**config.mk**
```make
export PLATFORM = sky130hd
export DESIGN_NAME = load_store_unit
export DESIGN_NICKNAME = d
export VERILOG_FILES = /design/src/rtl/load_store_unit_pkg.sv /design/src/rtl/load_store_unit_extend.sv /design/src/rtl/load_store_unit.sv
export SDC_FILE = /design/constraint.sdc
export NUM_CORES = 1
export LEC_CHECK = 0
export CELL_PAD_IN_SITES_DETAIL_PLACEMENT = 0
export CELL_PAD_IN_SITES_GLOBAL_PLACEMENT = 1
export CORE_MARGIN = 2
export CORE_UTILIZATION = 42
export CTS_CLUSTER_DIAMETER = 120
export DETAILED_ROUTE_END_ITERATION = 10
export PLACE_DENSITY = 0.85
export SLEW_MARGIN = 20
export SYNTH_ARGS = -nofsm -noshare
export SYNTH_HDL_FRONTEND = slang
export SYNTH_SLANG_ARGS = --single-unit
```
**constraint.sdc**
```tcl
create_clock -name clk -period 5.6 [get_ports clk]
set_input_delay 1.12 -clock clk [delete_from_list [all_inputs] [get_ports clk]]
set_output_delay 1.12 -clock clk [all_outputs]
set_load 0.03 [all_outputs]
```
**src/rtl/load_store_unit_pkg.sv**
```systemverilog
// Shared load/store definitions.
// funct3 access codes and the LSU state encoding.
package LOAD_STORE_FNS;

   typedef enum logic [2:0] {
      BYTE   = 3'b000,
      HALF   = 3'b001,
      WORD   = 3'b010,
      DOUBLE = 3'b011,
      BYTEU  = 3'b100,
      HALFU  = 3'b101,
      WORDU  = 3'b110
   } funct3_t;

   typedef enum logic [1:0] {
      IDLE,
      BEAT1,
      BEAT2,
      RESP
   } lsu_state_t;

   // D and WU only exist on a 64-bit datapath
   function automatic logic f3_legal(
      input logic [2:0] f3,
      input int         width
   );
      case (f3)
         BYTE, HALF, WORD, BYTEU, HALFU: return 1'b1;
         DOUBLE, WORDU:                  return width == 64;
         default:                        return 1'b0;
      endcase
   endfunction

endpackage

```
**src/rtl/load_store_unit_extend.sv**
```systemverilog
// Load lane extraction and sign/zero extension.
// The window is {upper word, lower word} so split loads share it.
module load_extend
   import LOAD_STORE_FNS::*;
#(
   parameter int WIDTH = 32
)(
   input  logic [2*WIDTH-1:0]         i_win,
   input  logic [$clog2(WIDTH/8)-1:0] i_off,
   input  logic [2:0]                 i_funct3,
   output logic [WIDTH-1:0]           o_data
);
   localparam int TW = $clog2(WIDTH);

   logic [2*WIDTH-1:0] w_sh;
   logic [WIDTH-1:0]   w_lane;
   logic [TW-1:0]      w_top;
   logic               w_sign;

   // shift the addressed lane down, then extend above its top bit
   always_comb begin
      w_sh   = i_win >> {i_off, 3'b000};
      w_lane = w_sh[WIDTH-1:0];
      case (i_funct3[1:0])
         2'd0:    w_top = TW'(7);
         2'd1:    w_top = TW'(15);
         2'd2:    w_top = TW'(31);
         default: w_top = TW'(WIDTH - 1);
      endcase
      w_sign = w_lane[w_top] & ~i_funct3[2];
      o_data = '0;
      for (int i = 0; i < WIDTH; i++) begin
         o_data[i] = (i <= int'(w_top)) ? w_lane[i] : w_sign;
      end
   end

endmodule

```
**src/rtl/load_store_unit.sv**
```systemverilog
// Load/store unit: sized accesses over a req/ack memory port.
// Misaligned accesses fault or split into two beats.
module load_store_unit
   import LOAD_STORE_FNS::*;
#(
   parameter int WIDTH            = 32,
   parameter int ADDR_WIDTH       = 32,
   parameter int SPLIT_MISALIGNED = 0
)(
   input  logic                  clk,
   input  logic                  rst,
   input  logic                  req_valid,
   output logic                  req_ready,
   input  logic                  req_we,
   input  logic [2:0]            req_funct3,
   input  logic [ADDR_WIDTH-1:0] req_addr,
   input  logic [WIDTH-1:0]      req_wdata,
   output logic                  rsp_valid,
   output logic [WIDTH-1:0]      rsp_rdata,
   output logic                  rsp_fault,
   output logic                  mem_req,
   output logic                  mem_we,
   output logic [ADDR_WIDTH-1:0] mem_addr,
   output logic [WIDTH/8-1:0]    mem_be,
   output logic [WIDTH-1:0]      mem_wdata,
   input  logic                  mem_ack,
   input  logic [WIDTH-1:0]      mem_rdata
);
   localparam int NB = WIDTH / 8;
   localparam int OW = $clog2(NB);

   lsu_state_t r_state, w_next;

   logic                  r_we;
   logic [2:0]            r_f3;
   logic [ADDR_WIDTH-1:0] r_addr;
   logic [WIDTH-1:0]      r_wdata;
   logic [WIDTH-1:0]      r_beat1;
   logic                  r_mem_we;
   logic [ADDR_WIDTH-1:0] r_mem_addr;
   logic [NB-1:0]         r_mem_be;
   logic [WIDTH-1:0]      r_mem_wdata;
   logic [WIDTH-1:0]      r_rdata;
   logic                  r_fault;

   logic                  w_idle;
   logic                  w_we;
   logic [2:0]            w_f3;
   logic [ADDR_WIDTH-1:0] w_addr;
   logic [WIDTH-1:0]      w_wdata;
   logic [OW-1:0]         w_off;
   logic [3:0]            w_nb;
   logic                  w_spill;
   logic                  w_mis;
   logic                  w_fault;
   logic [ADDR_WIDTH-1:0] w_base;
   logic [ADDR_WIDTH-1:0] w_next_addr;
   logic [NB-1:0]         w_bmask;
   logic [WIDTH-1:0]      w_wdm;
   logic [2*NB-1:0]       w_be2;
   logic [2*WIDTH-1:0]    w_wd2;
   logic [2*WIDTH-1:0]    w_win;
   logic [WIDTH-1:0]      w_ld;

   // one shifter: live request in IDLE, latched request afterwards
   always_comb begin
      w_idle      = (r_state == IDLE);
      w_we        = w_idle ? req_we     : r_we;
      w_f3        = w_idle ? req_funct3 : r_f3;
      w_addr      = w_idle ? req_addr   : r_addr;
      w_wdata     = w_idle ? req_wdata  : r_wdata;
      w_off       = w_addr[OW-1:0];
      w_nb        = 4'd1 << w_f3[1:0];
      w_spill     = (4'(w_off) + w_nb) > 4'(NB);
      w_mis       = (4'(w_off) & (w_nb - 4'd1)) != 4'd0;
      w_fault     = !f3_legal(w_f3, WIDTH)
                  || (w_mis && SPLIT_MISALIGNED == 0);
      w_base      = {w_addr[ADDR_WIDTH-1:OW], {OW{1'b0}}};
      w_next_addr = w_base + ADDR_WIDTH'(NB);
      w_bmask     = '0;
      w_wdm       = '0;
      for (int i = 0; i < NB; i++) begin
         w_bmask[i]     = (i < int'(w_nb));
         w_wdm[i*8 +: 8] = w_bmask[i] ? w_wdata[i*8 +: 8] : 8'h00;
      end
      w_be2 = {{NB{1'b0}}, w_bmask} << w_off;
      w_wd2 = {{WIDTH{1'b0}}, w_wdm} << {w_off, 3'b000};
      w_win = (r_state == BEAT2) ? {mem_rdata, r_beat1}
                                 : {{WIDTH{1'b0}}, mem_rdata};
   end

   load_extend #(
      .WIDTH (WIDTH)
   ) u_ext (
      .i_win    (w_win),
      .i_off    (r_addr[OW-1:0]),
      .i_funct3 (r_f3),
      .o_data   (w_ld)
   );

   // state register
   always_ff @(posedge clk or negedge rst) begin
      if (!rst) r_state <= IDLE;
      else      r_state <= w_next;
   end

   // next state and handshake strobes
   always_comb begin
      w_next    = r_state;
      req_ready = 1'b0;
      mem_req   = 1'b0;
      rsp_valid = 1'b0;
      unique case (r_state)
         IDLE: begin
            req_ready = 1'b1;
            if (req_valid) w_next = w_fault ? RESP : BEAT1;
         end
         BEAT1: begin
            mem_req = 1'b1;
            if (mem_ack) w_next = w_spill ? BEAT2 : RESP;
         end
         BEAT2: begin
            mem_req = 1'b1;
            if (mem_ack) w_next = RESP;
         end
         RESP: begin
            rsp_valid = 1'b1;
            w_next    = IDLE;
         end
      endcase
   end

   // request latch, memory-side registers and response registers
   always_ff @(posedge clk or negedge rst) begin
      if (!rst) begin
         r_we        <= 1'b0;
         r_f3        <= 3'b000;
         r_addr      <= '0;
         r_wdata     <= '0;
         r_beat1     <= '0;
         r_mem_we    <= 1'b0;
         r_mem_addr  <= '0;
         r_mem_be    <= '0;
         r_mem_wdata <= '0;
         r_rdata     <= '0;
         r_fault     <= 1'b0;
      end else begin
         unique case (r_state)
            IDLE: if (req_valid) begin
               r_we    <= req_we;
               r_f3    <= req_funct3;
               r_addr  <= req_addr;
               r_wdata <= req_wdata;
               if (w_fault) begin
                  r_fault <= 1'b1;
                  r_rdata <= '0;
               end else begin
                  r_mem_we    <= w_we;
                  r_mem_addr  <= w_base;
                  r_mem_be    <= w_be2[NB-1:0];
                  r_mem_wdata <= w_wd2[WIDTH-1:0];
               end
            end
            BEAT1: if (mem_ack) begin
               r_beat1 <= mem_rdata;
               if (w_spill) begin
                  r_mem_addr  <= w_next_addr;
                  r_mem_be    <= w_be2[2*NB-1:NB];
                  r_mem_wdata <= w_wd2[2*WIDTH-1:WIDTH];
               end else begin
                  r_fault <= 1'b0;
                  r_rdata <= r_we ? '0 : w_ld;
               end
            end
            BEAT2: if (mem_ack) begin
               r_fault <= 1'b0;
               r_rdata <= r_we ? '0 : w_ld;
            end
            RESP: begin
               r_fault     <= 1'b0;
               r_rdata     <= '0;
               r_mem_we    <= 1'b0;
               r_mem_addr  <= '0;
               r_mem_be    <= '0;
               r_mem_wdata <= '0;
            end
         endcase
      end
   end

   assign mem_we    = r_mem_we;
   assign mem_addr  = r_mem_addr;
   assign mem_be    = r_mem_be;
   assign mem_wdata = r_mem_wdata;
   assign rsp_rdata = r_rdata;
   assign rsp_fault = r_fault;

endmodule

```
==> impl_metrics.csv, run 1 <==
group,metric,value,unit
logic_synthesis,ys_seq_elements,202,
sta,fin_skew,0.008822,ns
final_layout,drive_above_1_share,19.36,%
worst_setup_path,cp-start-kind,"flop",
die,start_util,42.70,%
final_layout,nNetsFinal,1371,
worst_setup_path,worst-setup-path-type,"flop to output port",
logic_synthesis,yosysWarningCount,0,
placed_design,postPlaceCellArea,13820,sq um
sta,post-route-period-util,80.66,%
route,routed_via_density,5.848,
logic_synthesis,synth_area,11510,sq um
sta,finalSetupViolCount,0,
sta,worstMarginPinSlew,1.108,ns
clock_tree,cts_resized,0,
pwr,p_int,5.663,mW
final_layout,antennaDiodeCount,0,
run,maxCapViolCount,0,
pwr,power_leakage,5.947,nW
grt,track_usage,22.92,%
die,core-area,26950,sq um
status,outcome,"completed",
clock_tree,holdBufCountCts,0,
worst_setup_path,worst_setup_path_end_kind,"output port",
pwr,vdd_drop_max,413.6,uV
worst_setup_path,worstPathMaxFanout,46,
die,ios,209,
clock_tree,clk_pin_slew,0.06,ns
sta,final_hold_viol_count,0,
clock_tree,h-tree-depth,1,
sta,drv_slew,0,
sta,max_freq,0.2214,GHz
logic_synthesis,synth_async_sr_flop_share,100.0,%
final_layout,final_util,54.48,%
clock_tree,post_cts_buffers,0,
pwr,p_total,10.12,mW
clock_tree,clkLatencyLatePin,0.53,ns
sta,period_minus_slack,4.517,ns
placed_design,numPortBuffers,206,
grt,grt_pass1_wl,52410,microns
pwr,p_per_area,689.2,nW/um^2
pwr,clkPwrFrac,16.7,%
final_layout,fin_area,14680,sq um
route,ant_nets,0,
grt,grt_pass1_vias,9382,
grt,antenna_found_initial,1,
min_path,min_path_type,"flop to flop",
logic_synthesis,seq_area_frac_synth,43.93,%
die,die-area,28740,sq um
logic_synthesis,synth_edf_count,0,
logic_synthesis,syn_avg_cell_area,10.58,sq um
clock_tree,root_buffer,"clkbuf_16",
logic_synthesis,synth_cell_type_count,70,
worst_setup_path,worstPathArrival,3.40,ns
pwr,swShare,44.04,%
pwr,p_comb_share,57.7,%
placed_design,gp_congestion,0.9337,
route,firstDrtPassIters,5,
grt,grt_overflow,0,
pwr,netSwitchingPower,4.456,mW
placed_design,hpwl,23360,microns
clock_tree,clockBufferDepth,3,
placed_design,place_ws,0.8886,ns
sta,setup_tns,0,ns
clock_tree,numCtsBuffers,24,
sta,worst_slack,1.083,ns
die,die_y,169.5,microns
logic_synthesis,ys.flop_type,"dfrtp_1",
worst_setup_path,cp.required,4.48,ns
final_layout,areaGrowthSynthToFinish,27.59,%
route,drtIter0Drc,731,
die,die_x,169.5,microns
route,vias,9456,
die,rows,60,
logic_synthesis,syn-instance-count,1088,
route,wl_per_cell,20.51,microns
route,drc,0,
route,routed_wl,33160,microns
clock_tree,cts_tree,"done",
grt,grt_start_max_net_pins,107,
sta,rsz0062_at_grt,"no",
pwr,seq_power_share,25.5,%
sta,relSlewSlack,26.10,%
clock_tree,cts_sinks,202,
cells in the mapped netlist, types with 9 or more instances:
cell      instances  area, sq um
o211ai_1         18        135.1
buf_1            16        60.06
nand2b_1         14        87.58
nand3_1          21        105.1
inv_1            11        41.29
o221a_2          15        168.9
nor3_1           15        75.07
o21a_1           16        120.1
clkbuf_1         43        161.4
o22ai_1          15        93.84
a22o_1           23        201.4
mux2_2          144         1622
nand4_1          11        68.82
o221ai_1         17        148.9
a21oi_1          37        185.2
mux4_2            9        202.7
dfrtp_1         202         5055
nand2_1         120        450.4
buf_2            16        80.08
a31oi_1           9        56.30
o21ai_0          51        255.2
o31ai_1          12        90.09
mux2i_1          82        820.8
a22oi_1          10        75.07
a221o_1          10        100.1
nor2_1           60        225.2
final cells by class:
type,count,area [sq um]
repair buffers,222,2198
inverters,12,45.04
multi-input cells,796,6100
clock inverters,17,234.0
flip-flops and latches,202,5056
fillers,2365,12270
well taps,341,426.7
clock buffers,27,621.8
routing by layer:
metal / global-route usage, % / part of all wire (%) / vias to the layer above
met5: 0 / 0.036 / -
met4: 7.172 / 3.1 / 2
met3: 3.451 / 5.4 / 62
met2: 36.86 / 47 / 304
met1: 31.98 / 45 / 4684
li1: - / - / 4404
power by group through the flow:
stage                     clock network (mW)  logic [mW]  registers [mW]
final                                   1.69        5.84            2.59
after CTS                               1.72        5.84            2.58
after global routing                    1.78        6.37            2.66
after global placement                     0        5.73            2.58
after detailed placement                   0        5.81            2.60
after floorplan                            0        3.82            2.91
state kept, by name (all words and copies together), names as in the netlist:
| register | count |
|---|---|
| mem_be | 4 |
| r_addr | 32 |
| r_f3 | 3 |
| rsp_fault | 1 |
| r_state | 2 |
| mem_wdata | 32 |
| rsp_rdata | 32 |
| r_beat1 | 32 |
| mem_addr | 30 |
| r_wdata | 32 |
| mem_we | 1 |
| r_we | 1 |
through the flow:
stage	std cells	hold WS, ns
detailed placement	1573	0.4672
global placement	1573	0.4613
CTS	1617	0.4842
global route	1617	0.5060
floorplan	1089	0.4701
finish	1617	0.4764
path summary, 6_finish.rpt:
kind | startpoint | cells past startpoint | slack, ns | end
worst min-delay path | mem_addr[2]$_DFFE_PN0P_ | 2 | 0.48 | mem_addr[2]$_DFFE_PN0P_
worst max register to register | r_state[0]$_DFFE_PN0P_ | 14 | 1.24 | mem_addr[20]$_DFFE_PN0P_
max in group asynchronous | rst | 2 | 3.90 | r_addr[0]$_DFFE_PN0P_
worst min register to register | mem_addr[2]$_DFFE_PN0P_ | 2 | 0.48 | mem_addr[2]$_DFFE_PN0P_
min in group asynchronous | rst | 1 | 0.64 | r_addr[30]$_DFFE_PN0P_
worst max-delay path | r_state[0]$_DFFE_PN0P_ | 5 | 1.08 | req_ready
layout by cell type (no fill, tap or decap), drive strengths merged, types with 12 or more instances in the layout:
cell type / n
nor2: 60
mux2i: 83
nor3: 17
o22ai: 15
a21oi: 37
inv: 12
nand2: 120
nand4: 12
o221a: 15
o21a: 16
a22o: 23
o221ai: 17
o31ai: 12
clkbuf: 28
dfrtp: 202
buf: 16
mux2: 144
o211ai: 18
clkdlybuf4s50: 205
o21ai: 53
nand3: 24
nand2b: 14
critical path: stages (launching register included):
cell and delay [ns]:
dfrtp_1 0.43, inv_1 0.16, ha_4 0.45, buf_4 0.59, buf_4 0.46, clkdlybuf4s50_1 0.75
logic make-up (layout without fill, tap and decap cells):
family | after synthesis | in the layout | share of synthesized area (%)
muxes | 236 | 236 | 23.18
buffers and inverters | 91 | 278 | 3.371
DFF | 202 | 202 | 43.93
AOI/OAI and AO/OA | 256 | 256 | 15.99
xor gates and xnor gates | 10 | 10 | 0.7611
other | 1 | 2 | 0.03259
and+or+nand+nor | 283 | 283 | 11.69
adders and majority gates | 9 | 9 | 1.044
No activity file was read; power rests on OpenSTA's default activity.
==> run 2: changes to the inputs <==
==> constraint.sdc (replaced) <==
create_clock -name clk -period 4.22 [get_ports clk]
set_input_delay 0.844 -clock clk [delete_from_list [all_inputs] [get_ports clk]]
set_output_delay 0.844 -clock clk [all_outputs]
set_load 0.03 [all_outputs]
==> run 2 against run 1 <==
Compared with the run above:
- die area stayed put
- largest power group unchanged
- highest routed layer unchanged
- clock skew grew 0.011 ns
- setup slack got worse by 0.57 ns
- combinational power up 37%
- via count about the same
- utilization is 0.54 points higher
- largest cell class unchanged
==> impl_metrics.csv, run 2 (same netlist as run 1, synthesis figures left out) <==
group,metric,value,unit
grt,antenna_found_initial,3,
min_path,min_path_type,"primary input to async pin",
worst_setup_path,worstPathArrival,4.10,ns
pwr,power_leakage,6.037,nW
clock_tree,post_cts_buffers,0,
clock_tree,cts_sinks,202,
clock_tree,root_buffer,"clkbuf_16",
sta,fin_skew,0.01951,ns
die,start_util,42.70,%
placed_design,numPortBuffers,206,
pwr,swShare,43.57,%
clock_tree,cts_tree,"done",
worst_setup_path,r2r-start,"r_state[0]$_DFFE_PN0P_",
die,die-area,28740,sq um
worst_setup_path,rrSetupSlack,0.52,ns
worst_setup_path,cp-start-kind,"flop",
final_layout,layout_commonest_cell,"clkdlybuf4s50_1",
sta,post-route-period-util,87.72,%
route,drc,0,
clock_tree,numCtsBuffers,25,
clock_tree,clk_pin_slew,0.06,ns
worst_setup_path,cp.required,4.62,ns
clock_tree,cts_resized,0,
die,ios,209,
placed_design,postPlaceCellArea,13950,sq um
sta,drv_slew,0,
sta,finalSetupViolCount,0,
die,die_x,169.5,microns
run,maxCapViolCount,0,
sta,worstMarginPinSlew,0.9923,ns
sta,max_freq,0.2701,GHz
worst_setup_path,worst_setup_path_end_kind,"flop",
clock_tree,clockBufferDepth,3,
grt,grt_pass1_vias,9284,
pwr,netSwitchingPower,5.927,mW
route,routed_via_density,5.790,
clock_tree,holdBufCountCts,0,
grt,track_usage,22.77,%
pwr,p_total,13.60,mW
final_layout,areaGrowthSynthToFinish,28.85,%
worst_setup_path,worstPathMaxFanout,32,
final_layout,final_cell_mix,"clkdlybuf4s50_1 (205), dfrtp_1 (201), mux2_2 (144)",
pwr,p_comb_share,58.8,%
final_layout,drive_above_1_share,19.94,%
pwr,seq_power_share,24.8,%
route,routed_wl,33240,microns
route,ant_nets,0,
route,wl_per_cell,20.36,microns
clock_tree,h-tree-depth,1,
sta,relSlewSlack,33.85,%
pwr,clkPwrFrac,16.5,%
placed_design,gp_congestion,0.9117,
final_layout,nNetsFinal,1385,
sta,final_hold_viol_count,0,
pwr,vdd_drop_max,470.1,uV
pwr,p_per_area,917.5,nW/um^2
die,core-area,26950,sq um
final_layout,fin_area,14830,sq um
grt,grt_overflow,0,
route,drtIter0Drc,655,
worst_setup_path,crit_start,"r_state[0]$_DFFE_PN0P_",
sta,period_minus_slack,3.702,ns
die,rows,60,
placed_design,hpwl,23580,microns
die,die_y,169.5,microns
sta,setup_tns,0,ns
worst_setup_path,worst-setup-path-type,"flop to flop",
route,firstDrtPassIters,5,
pwr,p_int,7.676,mW
sta,rsz0062_at_grt,"no",
status,outcome,"completed",
route,vias,9450,
clock_tree,clkLatencyLatePin,0.53,ns
grt,grt_pass1_wl,51760,microns
grt,grt_start_max_net_pins,116,
[run 2: metal layers]
layer	vias to the layer above	global-route usage (%)	share of wire (%)
met5	-	0	0.039
met4	2	6.503	2.1
met3	43	3.848	5.3
met2	255	36.54	47
met1	4721	31.86	46
li1	4429	-	-
[run 2: power by group through the flow]
| stage | Sequential (mW) | Combinational [mW] | Clock, mW |
|---|---|---|---|
| after floorplan | 3.86 | 5.07 | 0 |
| after global placement | 3.36 | 7.84 | 0 |
| after detailed placement | 3.39 | 7.95 | 0 |
| after CTS | 3.37 | 7.99 | 2.29 |
| after global routing | 3.46 | 8.64 | 2.38 |
| final | 3.37 | 7.99 | 2.24 |
[run 2: worst max-delay path, stage by stage (launching register included)]
cell      delay [ns]
dfrtp_1         0.42
inv_1           0.17
ha_4            0.43
mux2i_2         0.27
inv_1           0.08
ha_1            0.18
inv_1           0.06
fa_1            0.39
and2_0          0.15
nand2b_1        0.14
o211ai_1        0.37
buf_4           0.38
nor2_1          0.09
o21a_1          0.22
a22o_1          0.23
[run 2: final cells by class]
cell class	count	area, sq um
repair buffers	235	2321
clock buffers	38	764.5
inverters	12	45.04
diodes	2	5.005
flip-flops and latches	202	5056
well taps	341	426.7
clock inverters	6	108.9
multi-input cells	796	6100
fillers	2344	12120
[run 2: final timing paths]
kind | cells after the start | endpoint
worst min-delay path | 1 | rsp_rdata[27]$_DFFE_PN0P_
min in group clk | 2 | mem_be[2]$_DFFE_PN0P_
worst min register to register | 2 | mem_be[2]$_DFFE_PN0P_
worst max register to register | 14 | rsp_rdata[15]$_DFFE_PN0P_
max in group asynchronous | 2 | r_addr[0]$_DFFE_PN0P_
worst max-delay path | 14 | rsp_rdata[15]$_DFFE_PN0P_
[run 2: per-stage QoR]
| step | util (%) | instances | hold slack [ns] | worst slack [ns] |
|---|---|---|---|---|
| after floorplan | - | 1089 | 0.4701 | 0.05813 |
| after global placement | 51.75 | 1586 | 0.4568 | 0.3209 |
| after detailed placement | 51.75 | 1586 | 0.4703 | 0.2850 |
| after CTS | 55.00 | 1630 | 0.4818 | 0.5137 |
| after global routing | 55.00 | 1631 | 0.4999 | 0.3009 |
| final | 55.01 | 1632 | 0.4628 | 0.5181 |
==> run 3: changes to the inputs <==
==> constraint.sdc (replaced) <==
create_clock -name clk -period 4.1 [get_ports clk]
set_input_delay 0.82 -clock clk [delete_from_list [all_inputs] [get_ports clk]]
set_output_delay 0.82 -clock clk [all_outputs]
set_load 0.03 [all_outputs]
==> run 3 against run 2 <==
Compared with the run above:
- utilization up 0.15 points
- wire length up 1.3%
- total power up 3.1%
- cell area rose by 0.28%
- largest power group unchanged
- clock skew decreased by 0.012 ns
- setup slack worse by 0.050 ns
- cell count rose by 0.31%
- critical path depth decreased by 3
- sequential share of layout area decreased by 0.095 points
- clock-buffer cell count down 1
- largest cell class unchanged
- die area unchanged
- sequential power is 3% higher
==> impl_metrics.csv, run 3 (same netlist as run 1, synthesis figures left out) <==
group,metric,value,unit
final_layout,final_cell_mix,"clkdlybuf4s50_1 (205), dfrtp_1 (201), mux2_2 (144)",
route,routed_wl,33660,microns
clock_tree,post_cts_buffers,0,
sta,finalSetupViolCount,0,
clock_tree,clk_pin_slew,0.06,ns
placed_design,postPlaceCellArea,14020,sq um
route,routed_via_density,5.806,
pwr,vdd_drop_max,443.6,uV
worst_setup_path,cp.required,4.50,ns
die,die-area,28740,sq um
clock_tree,cts_tree,"done",
sta,worstMarginPinSlew,0.8823,ns
clock_tree,h-tree-depth,1,
die,die_x,169.5,microns
final_layout,nNetsFinal,1391,
clock_tree,cts_sinks,202,
clock_tree,clockBufferDepth,3,
clock_tree,root_buffer,"clkbuf_16",
sta,final_hold_viol_count,0,
grt,grt_pass1_wl,52830,microns
placed_design,gp_congestion,0.8886,
die,die_y,169.5,microns
min_path,min_path_type,"primary input to async pin",
final_layout,layout_commonest_cell,"clkdlybuf4s50_1",
clock_tree,cts_resized,0,
grt,track_usage,23.21,%
placed_design,numPortBuffers,206,
worst_setup_path,worst-setup-path-type,"flop to flop",
worst_setup_path,cp_num_buf_inv,3,
grt,antenna_found_initial,4,
pwr,power_leakage,6.059,nW
sta,relSlewSlack,41.18,%
die,start_util,42.70,%
worst_setup_path,path_common_cell,"buf_4",
final_layout,drive_above_1_share,20.25,%
pwr,p_per_area,943.3,nW/um^2
route,firstDrtPassIters,6,
clock_tree,numCtsBuffers,24,
final_layout,fill_cells,2360,
grt,grt_overflow,0,
clock_tree,holdBufCountCts,0,
route,drtIter0Drc,636,
worst_setup_path,worst_path_max_delay_cell,"a2111o_2",
worst_setup_path,crit_family,"compound AO/OA/AOI/OAI gates",
die,rows,60,
final_layout,fin_area,14870,sq um
die,core-area,26950,sq um
grt,grt_start_max_net_pins,102,
placed_design,hpwl,24030,microns
worst_setup_path,worstPathArrival,4.03,ns
worst_setup_path,cp-start-kind,"flop",
die,ios,209,
sta,rsz0062_at_grt,"no",
worst_setup_path,worst_setup_path_end_kind,"flop",
final_layout,areaGrowthSynthToFinish,29.21,%
sta,drv_slew,0,
sta,period_minus_slack,3.632,ns
route,ant_nets,0,
sta,setup_tns,0,ns
route,vias,9504,
worst_setup_path,worstPathMaxFanout,33,
sta,max_freq,0.2753,GHz
worst_setup_path,critPathMaxStageDelay,0.57,ns
run,maxCapViolCount,0,
route,drc,0,
sta,post-route-period-util,88.58,%
sta,fin_skew,0.007558,ns
status,outcome,"completed",
grt,grt_pass1_vias,9283,
route,wl_per_cell,20.56,microns
worst_setup_path,cp_cell_sequence,"inv_1, ha_4, buf_4, mux2i_2, fa_1, and2_0, o21a_1, a2111o_2, buf_4, a221oi_1, nor2_1",
clock_tree,clkLatencyLatePin,0.52,ns
-- run 3: worst paths after layout --
check | cells past startpoint | start | end | slack, ns
min reg2reg | 2 | mem_be[3]$_DFFE_PN0P_ | mem_be[3]$_DFFE_PN0P_ | 0.47
min in group clk | 2 | mem_be[3]$_DFFE_PN0P_ | mem_be[3]$_DFFE_PN0P_ | 0.47
min | 1 | rst | r_addr[23]$_DFFE_PN0P_ | 0.39
max in group asynchronous | 2 | rst | r_addr[0]$_DFFE_PN0P_ | 2.61
max reg2reg | 11 | r_state[0]$_DFFE_PN0P_ | mem_addr[3]$_DFFE_PN0P_ | 0.47
max | 11 | r_state[0]$_DFFE_PN0P_ | mem_addr[3]$_DFFE_PN0P_ | 0.47
-- run 3: worst reg2reg max path, stage by stage, from the launching register on --
cell and delay [ns]:
dfrtp_1 0.44, inv_1 0.17, ha_4 0.30, buf_4 0.31
mux2i_2 0.32, fa_1 0.42, and2_0 0.15, o21a_1 0.24
a2111o_2 0.57, buf_4 0.29, a221oi_1 0.24, nor2_1 0.06
-- run 3: routing by layer --
metal,routed length [microns],vias to the layer above,track usage (%)
met2,15940,261,36.82
met1,15380,4766,33.38
li1,-,4437,-
met3,1780,38,3.521
met5,13,-,0
met4,548,2,5.909
-- run 3: stage by stage --
stage | cells | utilization (%) | setup slack, ns | hold slack [ns] | power, mW
floorplan | 1089 | - | 0.02715 | 0.4701 | 9.204
global placement | 1593 | 52.02 | 0.2200 | 0.4530 | 11.62
detailed placement | 1593 | 52.02 | 0.2095 | 0.4673 | 11.75
CTS | 1635 | 55.15 | 0.4726 | 0.4635 | 14.05
global route | 1637 | 55.17 | 0.2786 | 0.4720 | 14.97
finish | 1637 | 55.17 | 0.4682 | 0.3941 | 14.02
-- run 3: area by class of cell --
class,instances,area (sq um),area share (%)
multi-input cells,796,6106,41.07
flip-flops and latches,202,5056,34.01
repair buffers,242,2386,16.05
clock buffers,37,740.7,4.982
well taps,341,426.7,2.870
clock inverters,5,102.6,0.6901
inverters,12,45.04,0.3030
diodes,2,5.005,0.03366
-- run 3: power by group --
part	switching (mW)	internal [mW]	leakage (nW)	total, mW
combinational	4.72	3.58	3.16	8.30
sequential	0.551	2.91	2.49	3.46
clock	0.839	1.42	0.411	2.26
==> edit (config.mk and constraints of run 3) <==
`WIDTH` is set to 32 in 2 places; all go to 128.
--- a/src/rtl/load_store_unit_extend.sv
+++ b/src/rtl/load_store_unit_extend.sv
@@ -3,7 +3,7 @@
 module load_extend
    import LOAD_STORE_FNS::*;
 #(
-   parameter int WIDTH = 32
+   parameter int WIDTH = 128
 )(
    input  logic [2*WIDTH-1:0]         i_win,
    input  logic [$clog2(WIDTH/8)-1:0] i_off,
--- a/src/rtl/load_store_unit.sv
+++ b/src/rtl/load_store_unit.sv
@@ -3,7 +3,7 @@
 module load_store_unit
    import LOAD_STORE_FNS::*;
 #(
-   parameter int WIDTH            = 32,
+   parameter int WIDTH            = 128,
    parameter int ADDR_WIDTH       = 32,
    parameter int SPLIT_MISALIGNED = 0
 )(
Interface: changed (5 resized); port bits go from 209 to 605. No check against the original RTL was run, so the function may have changed too.
==> edit against run 3 <==
Clock skew grew 0.032 ns. Area after synthesis rose to 3.3 times the old value. Count of clock-buffer cells in the layout up 55. Setup slack got worse by 0.27 ns. Cell area rose to 3.3 times the old value. Critical path depth increased by 3. Largest power group unchanged. Sequential cell count up 354. Largest cell class unchanged. Wire length increased to 4.9 times the old value. Total power grew to 3.7 times the old value. Critical endpoint is now mem_be[1]$_DFFE_PN0P_.
==> edit: results (changes against run 3) <==
number of DRC markers in iteration 0 4654 (+630%); share of the synthesized area in the top cell type 36.1% (-7.8 points); Slew Limit Fails 0 (unchanged); grt met3 use 10.6% (+7.1 points); status completed; HPWL after detailed placement 125 mm (+420%); top cells by area, synth dfrtp_1, mux2_2, mux2i_1; R2R Path Start r_state[0]$_DFFE_PN0P_; Routed wire per std cell 28.5 microns (+39%); TritonCTS buffer count 70 (+190%); vias in the first global route 34600 (+270%); met1 Use GR 45.1% (+12 points); Routability Congestion 0.971 (+9.3%); later-pin clock latency in the skew report 0.64 ns (+0.12 ns); fillers 8145 (+250%); DP Area 46900 sq um (+230%); initial antenna violation count 53 (+49); Root Buffer clkbuf_16; net switching power 26.1 mW (+330%); Hold Path Class in -> async; Pre-antenna DRT Iters 7 (+1); sequential share of the synthesized area 36.1% (-7.8 points); largest net degree at the start of global routing 187 (+83%); CTS Buffer Depth 3 (unchanged); skew final 0.0400 ns (+0.0324 ns); total global-route track usage 33.8% (+11 points); crit path max fanout 25 (-24%); Peak supply drop 0.712 mV (+61%); largest stage delay on the critical path 0.46 ns (-0.11 ns); I/O Buffers 560 (+170%); first-pass GRT wire length 237 mm (+350%); clk slew on worst S/H paths 0.06 ns (about the same); reg2reg path depth 14 (+3); GR Util met2 49.2% (+12 points); Ys Warns 0 (unchanged); share of flip-flops with an asynchronous set or reset 100% (unchanged); post-route insts no fill 5772 (+250%); CP max stage cell or3b_1; vias per cell 6.38 (+9.9%); placed insts 5606 (+250%); Leakage Power 20.6 nW (+240%); share of cells above drive strength 1 22.3% (+2.0 points); mean post-synth cell area 9.84 sq um (-6.9%); antenna-violating nets left 0 (unchanged); Post-synth top cells dfrtp_1, nand2_1, mux2_2; cell family with most CP delay compound AO/OA/AOI/OAI gates; Yosys cell types 93 (+33%); Final #Nets 4803 (+250%); H-tree depth 3 (+2); Critical Setup Path Class reg -> reg; normalized max-slew margin 30.2% (-11 points); Worst EP arrival 4.40 ns (+0.37 ns); Sink Count 556 (+180%)
[edit: cell types whose count changed in the layout (fill, tap and decap cells not counted), sizes merged, moves of 62 or more]
cell,change
clkdlybuf4s50,+354
dfrtp,+354
nand2,+345
buf,+279
mux2i,+274
nor2,+262
mux2,+256
a21oi,+180
o21ai,+141
mux4,+115
a221o,+98
o22ai,+62
[edit: worst paths after layout]
| path | endpoint | slack (ns) |
|---|---|---|
| max | mem_be[1]$_DFFE_PN0P_ | 0.19 |
| min reg2reg | mem_wdata[29]$_DFFE_PN0P_ | 0.48 |
| max in group asynchronous | r_addr[30]$_DFFE_PN0P_ | 2.89 |
| min in group clk | mem_wdata[29]$_DFFE_PN0P_ | 0.48 |
| max reg2reg | mem_be[1]$_DFFE_PN0P_ | 0.19 |
| min | r_beat1[118]$_DFFE_PN0P_ | 0.14 |
[edit: power groups by stage]
stage / Clock [mW] / Sequential (mW) / Combinational, mW
finish: 6.65 / 9.58 / 36.3
global placement: 0 / 9.51 / 34.9
global route: 6.93 / 9.81 / 38.1
detailed placement: 0 / 9.61 / 35.2
CTS: 6.72 / 9.53 / 35.3
floorplan: 0 / 10.7 / 20.6
[edit: repair_timing]
item                                    CTS  global route
gates resized for setup                   0             4
setup buffers                             0             2
endpoints found under the setup margin    0           179
[edit: kinds of logic (layout without fill, tap and decap cells)]
| group | after synthesis | after routing | share of synthesized area [%] |
|---|---|---|---|
| compound gates | 1042 | 1042 | 18.8 |
| xor+xnor | 9 | 9 | 0.205 |
| fa+ha+maj | 14 | 14 | 0.467 |
| buf+inv | 393 | 1022 | 4.86 |
| flops | 556 | 556 | 36.1 |
| mux | 881 | 881 | 28.3 |
| other cells | 1 | 42 | 0.00973 |
| simple gates | 1020 | 1020 | 11.3 |
[edit: area by class of cell]
class,count,share of cell area (%)
clock buffer,92,3.99
timing repair buffer,874,17.1
tap,1186,3.00
inverter,22,0.172
sequential,556,28.2
multi-input combinational,2970,46.4
clock inverter,34,0.944
antenna,38,0.192
[edit: per-stage QoR]
step                      utilization, %  worst slack [ns]
after CTS                           54.1            0.0724
after floorplan                        -            -0.192
after global placement              51.4            -0.318
after global routing                54.2            0.0199
final                               54.2             0.194
after detailed placement            51.4            -0.349
[edit: metal layers]
metal / up-vias / share of wire (%)
met2: 2015 / 43
met1: 18400 / 40
met3: 421 / 11
met5: - / 0.12
li1: 15900 / -
met4: 32 / 5.4
[edit: worst register-to-register path, stage by stage (launching register included)]
cell,delay (ns)
dfrtp_1,0.41
inv_2,0.15
ha_4,0.26
buf_4,0.38
mux2i_4,0.35
inv_2,0.06
ha_1,0.30
xor2_1,0.17
and2_1,0.16
o2111a_2,0.18
or3b_1,0.47
a21bo_4,0.28
buf_12,0.16
a221oi_1,0.37
nor2_1,0.08
